**src/rtl/uart_frame_rx_pkg.sv**
```systemverilog
// uart_frame_rx_pkg: parser state encoding and frame defaults shared by the frame receiver
package uart_frame_rx_pkg;
  typedef enum logic [2:0] {FR_HUNT, FR_CMD, FR_LEN, FR_PAYLOAD, FR_CHK} fr_state_t;
  localparam int MAX_LEN_DEF = 16;
  localparam logic [7:0] SYNC_BYTE_DEF = 8'hA5;
  localparam int TIMEOUT_DEF = 1024;
endpackage

```
**src/rtl/uart_frame_rx_if.sv**
```systemverilog
// uart_frame_rx_if: held-frame handshake and payload read port between receiver and consumer
interface uart_frame_rx_if import uart_frame_rx_pkg::*; #(parameter int MAX_LEN = MAX_LEN_DEF);
  localparam int LW = $clog2(MAX_LEN + 1);
  localparam int AW = $clog2(MAX_LEN);
  logic frame_valid;
  logic [7:0] frame_cmd;
  logic [LW-1:0] frame_len;
  logic frame_ack;
  logic [AW-1:0] rd_addr;
  logic [7:0] rd_data;
  modport master(output frame_valid, frame_cmd, frame_len, rd_data, input frame_ack, rd_addr);
  modport slave(input frame_valid, frame_cmd, frame_len, rd_data, output frame_ack, rd_addr);
endinterface

```
**src/rtl/uart_frame_rx_frame_buf.sv**
```systemverilog
// uart_frame_rx_frame_buf: payload memory, one write port and one registered read port
module uart_frame_rx_frame_buf import uart_frame_rx_pkg::*; #(
  parameter int DEPTH = MAX_LEN_DEF,
  parameter int AW = $clog2(MAX_LEN_DEF)
) (
  input  logic clk,
  input  logic reset,
  input  logic we,
  input  logic [AW-1:0] waddr,
  input  logic [7:0] wdata,
  input  logic [AW-1:0] raddr,
  output logic [7:0] rdata
);
  logic [7:0] mem [DEPTH];
  // write port, no reset so the array maps onto block/distributed RAM
  always_ff @(posedge clk)
    if (we) mem[waddr] <= wdata;
  // registered read with resettable output register
  always_ff @(posedge clk)
    rdata <= reset ? 8'd0 : mem[raddr];
endmodule

```
**src/rtl/uart_frame_rx.sv**
```systemverilog
// uart_frame_rx: hunts for SYNC, assembles and validates CMD/LEN/PAYLOAD/CHK frames, holds them until ack
module uart_frame_rx import uart_frame_rx_pkg::*; #(
  parameter int MAX_LEN = MAX_LEN_DEF,
  parameter logic [7:0] SYNC_BYTE = SYNC_BYTE_DEF,
  parameter int TIMEOUT = TIMEOUT_DEF
) (
  input  logic clk,
  input  logic reset,
  input  logic [7:0] data_received,
  input  logic rx_done,
  input  logic parity_error,
  uart_frame_rx_if.master bus,
  output logic err_parity,
  output logic err_len,
  output logic err_chk,
  output logic err_timeout,
  output logic err_overrun
);
  localparam int LW = $clog2(MAX_LEN + 1);
  localparam int AW = $clog2(MAX_LEN);
  localparam int TW = $clog2(TIMEOUT);
  localparam logic [7:0] MAX_B = 8'(MAX_LEN);
  fr_state_t state;
  logic rx_done_q, drop, valid;
  logic [7:0] chk, cmd_q, cmd_out;
  logic [LW-1:0] len_q, len_out;
  logic [AW-1:0] idx;
  logic [TW-1:0] tcnt;
  logic byte_stb, tmo, we;
  assign byte_stb = rx_done & ~rx_done_q;
  // a byte arriving on the compare cycle wins, so a gap of TIMEOUT-1 idle cycles survives
  assign tmo = state != FR_HUNT && !byte_stb && tcnt == TW'(TIMEOUT - 1);
  assign we = byte_stb && state == FR_PAYLOAD && !parity_error && !drop;
  assign bus.frame_valid = valid;
  assign bus.frame_cmd = cmd_out;
  assign bus.frame_len = len_out;
  uart_frame_rx_frame_buf #(.DEPTH(MAX_LEN), .AW(AW)) u_buf (
    .clk(clk), .reset(reset), .we(we), .waddr(idx), .wdata(data_received),
    .raddr(bus.rd_addr), .rdata(bus.rd_data)
  );
  // frame parser: byte strobe edge detect, FSM, checksum, timeout, held-frame latch and error pulses
  always_ff @(posedge clk) begin
    if (reset) begin
      state <= FR_HUNT;
      rx_done_q <= 1'b1;
      valid <= 1'b0;
      drop <= 1'b0;
      chk <= '0;
      cmd_q <= '0;
      len_q <= '0;
      idx <= '0;
      tcnt <= '0;
      cmd_out <= '0;
      len_out <= '0;
      err_parity <= 1'b0;
      err_len <= 1'b0;
      err_chk <= 1'b0;
      err_timeout <= 1'b0;
      err_overrun <= 1'b0;
    end else begin
      rx_done_q <= rx_done;
      err_parity <= byte_stb && parity_error;
      err_len <= 1'b0;
      err_chk <= 1'b0;
      err_timeout <= tmo;
      err_overrun <= 1'b0;
      tcnt <= (byte_stb || state == FR_HUNT) ? '0 : tcnt + 1'b1;
      if (bus.frame_ack) valid <= 1'b0;
      if (tmo || (byte_stb && parity_error)) state <= FR_HUNT;
      else if (byte_stb) begin
        unique case (state)
          FR_HUNT: if (data_received == SYNC_BYTE) begin
            state <= FR_CMD;
            chk <= '0;
            drop <= valid;
          end
          FR_CMD: begin
            cmd_q <= data_received;
            chk <= chk ^ data_received;
            state <= FR_LEN;
          end
          FR_LEN: begin
            len_q <= LW'(data_received);
            chk <= chk ^ data_received;
            idx <= '0;
            err_len <= data_received > MAX_B;
            state <= data_received > MAX_B ? FR_HUNT : data_received == 8'd0 ? FR_CHK : FR_PAYLOAD;
          end
          FR_PAYLOAD: begin
            chk <= chk ^ data_received;
            idx <= idx + 1'b1;
            if (LW'(idx) + 1'b1 == len_q) state <= FR_CHK;
          end
          FR_CHK: begin
            state <= FR_HUNT;
            if (data_received != chk) err_chk <= 1'b1;
            else if (drop) err_overrun <= 1'b1;
            else begin
              valid <= 1'b1;
              cmd_out <= cmd_q;
              len_out <= len_q;
            end
          end
          default: state <= FR_HUNT;
        endcase
      end
    end
  end
endmodule

```
**src/flat_wrapper.sv**
```systemverilog
// flat-port wrapper written by rule: the top's interface ports become plain ports
module uart_frame_rx_flat import uart_frame_rx_pkg::*;
#(
  parameter int MAX_LEN = MAX_LEN_DEF,
  parameter logic [7:0] SYNC_BYTE = SYNC_BYTE_DEF,
  parameter int TIMEOUT = TIMEOUT_DEF
)
  (clk, reset, data_received, rx_done, parity_error, err_parity, err_len, err_chk, err_timeout, err_overrun, bus_frame_valid, bus_frame_cmd, bus_frame_len, bus_rd_data, bus_frame_ack, bus_rd_addr);
  uart_frame_rx_if #(.MAX_LEN(MAX_LEN)) bus_i ();
  input  logic clk;
  input  logic reset;
  input  logic [7:0] data_received;
  input  logic rx_done;
  input  logic parity_error;
  output logic err_parity;
  output logic err_len;
  output logic err_chk;
  output logic err_timeout;
  output logic err_overrun;
  output wire logic [$bits(bus_i.frame_valid)-1:0] bus_frame_valid;
  output wire logic [$bits(bus_i.frame_cmd)-1:0] bus_frame_cmd;
  output wire logic [$bits(bus_i.frame_len)-1:0] bus_frame_len;
  output wire logic [$bits(bus_i.rd_data)-1:0] bus_rd_data;
  input wire logic [$bits(bus_i.frame_ack)-1:0] bus_frame_ack;
  input wire logic [$bits(bus_i.rd_addr)-1:0] bus_rd_addr;
  assign bus_frame_valid = bus_i.frame_valid;
  assign bus_frame_cmd = bus_i.frame_cmd;
  assign bus_frame_len = bus_i.frame_len;
  assign bus_rd_data = bus_i.rd_data;
  assign bus_i.frame_ack = bus_frame_ack;
  assign bus_i.rd_addr = bus_rd_addr;
  uart_frame_rx #(.MAX_LEN(MAX_LEN), .SYNC_BYTE(SYNC_BYTE), .TIMEOUT(TIMEOUT)) u_core (.clk(clk), .reset(reset), .data_received(data_received), .rx_done(rx_done), .parity_error(parity_error), .bus(bus_i), .err_parity(err_parity), .err_len(err_len), .err_chk(err_chk), .err_timeout(err_timeout), .err_overrun(err_overrun));
endmodule
```
**config.mk**
```make
export PLATFORM = sky130hd
export DESIGN_NAME = uart_frame_rx_flat
export DESIGN_NICKNAME = d
export VERILOG_FILES = /design/src/rtl/uart_frame_rx_pkg.sv /design/src/rtl/uart_frame_rx_if.sv /design/src/rtl/uart_frame_rx_frame_buf.sv /design/src/rtl/uart_frame_rx.sv /design/src/flat_wrapper.sv
export SDC_FILE = /design/constraint.sdc
export NUM_CORES = 1
export LEC_CHECK = 0
export CELL_PAD_IN_SITES_DETAIL_PLACEMENT = 1
export CELL_PAD_IN_SITES_GLOBAL_PLACEMENT = 1
export CORE_MARGIN = 2
export CORE_UTILIZATION = 48
export DETAILED_ROUTE_END_ITERATION = 12
export DONT_BUFFER_PORTS = 1
export GPL_TIMING_DRIVEN = 1
export PLACE_DENSITY = 0.82
export RECOVER_POWER = 100
export SLEW_MARGIN = 20
export SYNTH_ARGS = -nofsm -noshare
export SYNTH_HDL_FRONTEND = slang
export SYNTH_SLANG_ARGS = --single-unit
```
**constraint.sdc**
```tcl
create_clock -name clk -period 2.3 [get_ports clk]
set_clock_uncertainty 0.05 [all_clocks]
set_input_delay 0.23 -clock clk [delete_from_list [all_inputs] [get_ports clk]]
set_output_delay 0.23 -clock clk [all_outputs]
set_load 0.01 [all_outputs]
```
==> results of run 1 <==
==> cell families after synthesis <==
kind of cell    Yosys count
xor+xnor                 19
flops                   195
mux                      62
fa+ha+maj                 5
simple gates            161
buf+inv                  34
compound gates           46
==> per-layer routing <==
| metal | vias to the layer above | global-route usage (%) | part of all wire (%) | wire (um) |
|---|---|---|---|---|
| li1 | 2036 | - | - | - |
| met5 | - | 0 | 0.070 | 13 |
| met3 | 38 | 6.86 | 6.0 | 1130 |
| met1 | 2263 | 27.2 | 41 | 7640 |
| met4 | 2 | 10.5 | 3.3 | 617 |
| met2 | 156 | 36.8 | 50 | 9220 |
==> worst min path at each step <==
stage	from	endpoint	slack, ns	cells after the start
floorplan	data_received[0]	u_core.u_buf.mem[0][0]$_DFFE_PP_	0.28	0
global placement	reset	u_core.drop$_SDFFE_PP0P_	0.26	1
detailed placement	reset	u_core.bus.frame_valid$_SDFF_PP0_	0.26	1
CTS	data_received[6]	u_core.err_len$_SDFF_PP0_	0.005	2
global route	data_received[2]	u_core.chk[2]$_SDFFE_PP0P_	0.02	3
finish	data_received[2]	u_core.chk[2]$_SDFFE_PP0P_	0.02	3
==> what timing repair did <==
item | 4_1_cts | 5_1_grt
hold buffers | 14 | 0
setup endpoints to repair | 0 | 112
gates resized for setup | 0 | 1
hold endpoints to repair | 180 | 0
==> through the flow <==
stage | cell area (um2) | setup WS, ns | std cells | utilization [%] | hold slack, ns
5_1_grt | 8860 | 0.000810 | 781 | 55.4 | 0.0212
6_report | 8860 | 0.174 | 781 | 55.4 | 0.0206
4_1_cts | 8950 | 0.0906 | 781 | 55.9 | 0.00544
2_1_floorplan | 7920 | 0.00185 | 522 | - | 0.279
3_5_place_dp | 8220 | 0.0992 | 736 | 51.4 | 0.259
3_3_place_gp | 8220 | 0.304 | 736 | 51.4 | 0.259
==> critical path, delay by kind of cell (launching register included) <==
family | cells | cell delay (ns)
buf+inv | 3 | 0.91
simple gates | 4 | 0.43
flops | 1 | 0.34
mux | 1 | 0.28
==> state kept, by name, summed over array words and instances (netlist names) <==
name,flops
u_core.err_chk,1
u_core.u_buf.rdata,8
u_core.bus.frame_cmd,8
u_core.err_parity,1
u_core.state,3
u_core.bus.frame_valid,1
u_core.bus.frame_len,5
u_core.u_buf.mem,128
u_core.cmd_q,8
u_core.err_len,1
u_core.idx,4
u_core.len_q,5
u_core.rx_done_q,1
u_core.err_timeout,1
u_core.err_overrun,1
u_core.tcnt,10
u_core.drop,1
u_core.chk,8
==> Yosys cell counts (2+ instances only) <==
| master | number | area, um2 |
|---|---|---|
| a311oi_1 | 2 | 17.5 |
| a21oi_1 | 23 | 115 |
| xor2_1 | 6 | 52.6 |
| ha_1 | 5 | 62.6 |
| nand3_1 | 11 | 55.1 |
| xnor2_1 | 13 | 114 |
| nand3b_1 | 8 | 60.1 |
| or2_1 | 5 | 31.3 |
| nor2b_4 | 8 | 110 |
| edfxtp_1 | 128 | 3840 |
| mux4_1 | 24 | 631 |
| nand2_1 | 23 | 86.3 |
| o21ai_0 | 3 | 15.0 |
| mux2i_1 | 22 | 220 |
| inv_1 | 7 | 26.3 |
| nand4_1 | 5 | 31.3 |
| nand2b_1 | 5 | 31.3 |
| mux4_2 | 16 | 360 |
| buf_8 | 2 | 30.0 |
| dfxtp_1 | 67 | 1340 |
| clkbuf_1 | 15 | 56.3 |
| buf_6 | 2 | 22.5 |
| o21ai_1 | 10 | 50.1 |
| or3_1 | 4 | 25.0 |
| buf_2 | 3 | 15.0 |
| nor3_1 | 9 | 45.0 |
| nor2b_1 | 3 | 18.8 |
| nor2_1 | 68 | 255 |
| buf_1 | 4 | 15.0 |
| and3_1 | 4 | 25.0 |
==> power groups by stage <==
stage	Clock (mW)	Combinational, mW	Sequential [mW]
detailed placement	0	0.141	3.83
global placement	0	0.136	3.82
CTS	2.96	0.236	3.75
floorplan	0	0.168	3.82
finish	2.92	0.219	3.75
global route	3.07	0.232	3.75
==> layout make-up <==
cell class / count / area [um2]
clock buffers: 20 / 437
clock inverters: 11 / 138
fillers: 1537 / 7140
inverters: 7 / 26.3
multi-input cells: 293 / 2500
flip-flops and latches: 195 / 5180
well taps: 216 / 270
repair buffers: 39 / 299
==> out/metrics.yaml, run 1 <==
floorplan:
  dieArea_um2: 17500
  core_um2: 16000
  die_height_um: 132
  placementRows: 46
  initial_core_util_pct: 49.5
  io-pin-count: 44
  die_w_um: 132
clocking:
  cts_buffers: 17
  cts_max_path_buffers: 2
  postCtsSetupBuffers: 0
  clock-sinks: 195
  tritoncts: "yes"
  clk_pin_slew_ns: 0.07
  clk_latency_ns: 0.44
  root_buffer: "clkbuf_16"
  ctsHtreeMaxLevel: 4
run_status:
  status: "completed"
yosys:
  ys_types: 47
  synth_nets: 544
  synth_area_per_cell_um2: 15.2
  synth_xor_area_share_pct: 2.10
  synth_top_family_by_area: "multiplexers"
  synth-compound-area-share_pct: 3.36
  synth_edf_count: 128
  yosys_warnings: 0
  synth_fa_ha_area_share_pct: 0.790
  syn_area_um2: 7920
  muxShareOfSynthArea_pct: 15.3
  synth-simple-area-share_pct: 10.6
  synth_flop_cell: "edfxtp_1"
  synth-async-reset-ratio_pct: 0
  syn_inst: 522
  yosysSeqAreaShare_pct: 65.5
  ys_seq_elements: 195
sta:
  tightest_slew_ns: 1.06
  fmax_ghz: 0.470
  rsz0062_at_grt: "no"
  setup_viol_count_final: 0
  min_period_ns: 2.13
  fin_crit_sh_pct: 92.4
  finalHoldViolCount: 0
  relSlewSlack_pct: 29.0
  fin_tns_setup_ns: 0
  slew_viol_final: 0
pwr:
  clkPwrFrac_pct: 42.4
  power_leakage_nw: 2.95
  vdd_ir_drop_max_mv: 0.577
  power_switching_mw: 1.35
  seqPwrFrac_pct: 54.4
  p_int_mw: 5.54
  switching_share_pct: 19.6
  power_mw: 6.89
  p_per_area_nw_per_um2: 778
  p_comb_share_pct: 3.2
worst_setup_path:
  cp_max_fo: 8
  path_class: "reg -> reg"
  r2r_setup_slack_ns: 0.17
  cp_slowest_cell: "clkbuf_1"
  start_kind: "register"
  crit_end: "u_core.cmd_q[6]$_SDFFE_PP0P_"
  end_kind: "register"
  max_stage_delay_ns: 0.50
  r2r.worst_path.cells: 8
  r2r-start: "u_core.rx_done_q$_SDFF_PP1_"
  timing.rr.end: "u_core.cmd_q[6]$_SDFFE_PP0P_"
  required_ns: 2.57
  crit_path_start: "u_core.rx_done_q$_SDFF_PP1_"
  cp_cell_sequence: "nand2b_1 -> clkbuf_1 -> nor2_1 -> buf_4 -> nand3_1 -> clkbuf_1 -> mux2i_1 -> nor2_1"
  cp_data_arrival_time_ns: 2.40
grt:
  grt_max_degree: 53
  grt_pass1_vias: 4904
  grt_pass1_wl_um: 28700
  antenna_found_initial: 1
  grt_overflow: 0
  grt_use_total_pct: 22.4
finish:
  layout_commonest_cell: "edfxtp_1"
  drive_gt1_share_pct: 12.4
  nets: 575
  n_antenna_cell: 0
  syn2layout_area_growth_pct: 11.8
  final_cell_mix: "edfxtp_1, nor2_1, dfxtp_1"
detailed_routing:
  drt-total-wl_um: 18600
  ant_nets: 0
  drt_iter0_markers: 246
  drc: 0
  vias: 4495
  firstDrtPassIters: 4
  viasPerCell: 5.76
  wl_per_cell_um: 23.8
run:
  cap_violations: 0
place:
  io_buffers: 0
  gp_congestion: 0.764
  hpwlAfterDp_um: 11700
hold_path:
  hold_class: "in -> reg"
No activity file was read; power rests on OpenSTA's default activity.
==> run 2, diff against run 1 <==
==> constraint.sdc (replaced) <==
create_clock -name clk -period 2.3 [get_ports clk]
set_clock_uncertainty 0.05 [all_clocks]
set_input_delay 0.345 -clock clk [delete_from_list [all_inputs] [get_ports clk]]
set_output_delay 0.345 -clock clk [all_outputs]
set_load 0.01 [all_outputs]
==> run 2 against run 1 <==
Effect of this change: largest cell class unchanged; worst setup slack worse by 0.011 ns; clock-buffer cell count unchanged; first-iteration DRC count up 11%; hold slack better by 0.00054 ns.
==> out/metrics.yaml, run 2 (synthesis gave the netlist of run 1 again) <==
run:
  cap_violations: 0  # unchanged
pwr:
  power_leakage_nw: 2.94  # -0.47%
  vdd_ir_drop_max_mv: 0.574  # -0.58%
  power_mw: 6.87  # -0.26%
  p_per_area_nw_per_um2: 778  # about the same
sta:
  relSlewSlack_pct: 44.9  # +16 points
  fin_crit_sh_pct: 92.9  # +0.48 points
  setup_viol_count_final: 0  # unchanged
  hold_ws_ns: 0.0211  # +0.000541 ns
  fmax_ghz: 0.468  # -0.52%
  fin_tns_setup_ns: 0  # unchanged
  finalHoldViolCount: 0  # unchanged
  slew_viol_final: 0  # unchanged
  tightest_slew_ns: 0.824  # -0.237 ns
  rsz0062_at_grt: "no"
  min_period_ns: 2.14  # +0.0111 ns
detailed_routing:
  drt-total-wl_um: 18200  # -2.1%
  drc: 0  # unchanged
  wl_per_cell_um: 23.4  # -1.8%
  ant_nets: 0  # unchanged
  firstDrtPassIters: 5  # +1
  vias: 4527  # +0.71%
  drt_iter0_markers: 273  # +11%
  viasPerCell: 5.81  # +0.97%
floorplan:
  die_height_um: 132  # unchanged
  initial_core_util_pct: 49.5  # unchanged
  dieArea_um2: 17500  # unchanged
  die_w_um: 132  # unchanged
  core_um2: 16000  # unchanged
  io-pin-count: 44  # unchanged
  placementRows: 46  # unchanged
worst_setup_path:
  r2r_setup_slack_ns: 0.16  # about the same
  cp_slowest_cell: "a2111oi_0"
  crit_path_start: "u_core.idx[1]$_SDFFE_PP0P_"
  r2r-start: "u_core.idx[1]$_SDFFE_PP0P_"
  path_class: "reg -> reg"
  cp_max_fo: 6  # -2
  cp_cell_sequence: "ha_1 -> nor2b_1 -> a2111oi_0 -> o2111a_1 -> or2_0 -> a311oi_1"
  max_stage_delay_ns: 0.47  # -0.03 ns
  cp_data_arrival_time_ns: 2.38  # -0.02 ns
  timing.rr.end: "u_core.state[1]$_SDFFE_PP0P_"
  end_kind: "register"
  r2r.worst_path.cells: 6  # -2
  start_kind: "register"
  required_ns: 2.55  # -0.02 ns
finish:
  design_area_um2: 8830  # -0.31%
  stdcell_count: 779  # -0.26%
  drive_gt1_share_pct: 12.5  # +0.066 points
  nets: 572  # -0.52%
  largest_register_ffs: 128  # unchanged
  layout_commonest_cell: "edfxtp_1"
  syn2layout_area_growth_pct: 11.5
  top_register: "u_core.u_buf.mem"
  final_cell_mix: "edfxtp_1, nor2_1, dfxtp_1"
  reg.largest.list: "u_core.u_buf.mem: 128 flops, u_core.tcnt: 10 flops"
hold_path:
  hold_depth: 2  # -1
  min_to: "u_core.cmd_q[4]$_SDFFE_PP0P_"
  hp-start: "data_received[4]"
  hold_class: "in -> reg"
grt:
  grt_pass1_vias: 4886  # -0.37%
  grt_use_total_pct: 21.9  # -0.49 points
  grt_pass1_wl_um: 28200  # -1.7%
  grt_max_degree: 51  # -3.8%
  grt_overflow: 0  # unchanged
  antenna_found_initial: 2  # +1
place:
  hpwlAfterDp_um: 11700  # unchanged
  gp_congestion: 0.764  # unchanged
  place_area_um2: 8220  # unchanged
  place_inst: 736  # unchanged
  io_buffers: 0  # unchanged
run_status:
  status: "completed"
clocking:
  cts_max_path_buffers: 2  # unchanged
  cts_buffers: 17  # unchanged
  clk_pin_slew_ns: 0.07  # about the same
  tritoncts: "yes"
  clk_latency_ns: 0.43  # about the same
  clock-sinks: 195  # unchanged
  ctsHtreeMaxLevel: 4  # unchanged
  postCtsSetupBuffers: 0  # unchanged
  root_buffer: "clkbuf_16"
-- run 2: through the flow --
step                utilization (%)  worst slack, ns
floorplan                         -          0.00185
global placement               51.4            0.304
detailed placement             51.4           0.0992
CTS                            55.8           0.0906
global route                   55.2          0.00336
finish                         55.2            0.163
-- run 2: power breakdown --
group	total, mW	internal, mW	switching [mW]	leakage, nW
clock network	2.92	1.69	1.23	0.275
registers	3.75	3.74	0.0104	1.69
logic	0.204	0.103	0.102	0.971
total	6.87	5.53	1.34	2.94
-- run 2: how the worst max path moves through the flow --
stage,slack (ns),to,cells after the start
6_report,0.16,u_core.state[1]$_SDFFE_PP0P_,6
3_5_place_dp,0.1,u_core.u_buf.mem[2][4]$_DFFE_PP_,6
5_1_grt,0.003,u_core.u_buf.mem[2][6]$_DFFE_PP_,6
2_1_floorplan,0.002,u_core.u_buf.mem[0][0]$_DFFE_PP_,6
3_3_place_gp,0.30,u_core.u_buf.mem[2][7]$_DFFE_PP_,6
4_1_cts,0.09,u_core.u_buf.mem[2][6]$_DFFE_PP_,6
-- run 2: critical path, delay by kind of cell (launching register included) --
family / cells / cell delay [ns]
simple gates: 2 / 0.29
flops: 1 / 0.44
fa+ha+maj: 1 / 0.33
compound gates: 3 / 0.89
-- run 2: layer usage --
metal,vias to the layer above,global-route usage [%],part of all wire [%]
li1,2031,-,-
met1,2307,26.9,42
met2,147,37.0,50
met3,40,5.06,4.7
met4,2,10.2,2.8
met5,-,0,0.071
-- run 2: cell type report --
type,count,area [um2]
sequential,195,5180
inverter,7,26.3
clock inverter,11,138
tap,216,270
timing repair buffer,36,269
antenna,1,2.50
clock buffer,20,437
fill,1536,7170
multi-input combinational,293,2500
-- run 2: what timing repair did --
item	in CTS	in global routing
gates resized for setup	0	1
setup endpoints to repair	0	110
hold buffers	11	0
hold endpoints to repair	178	0
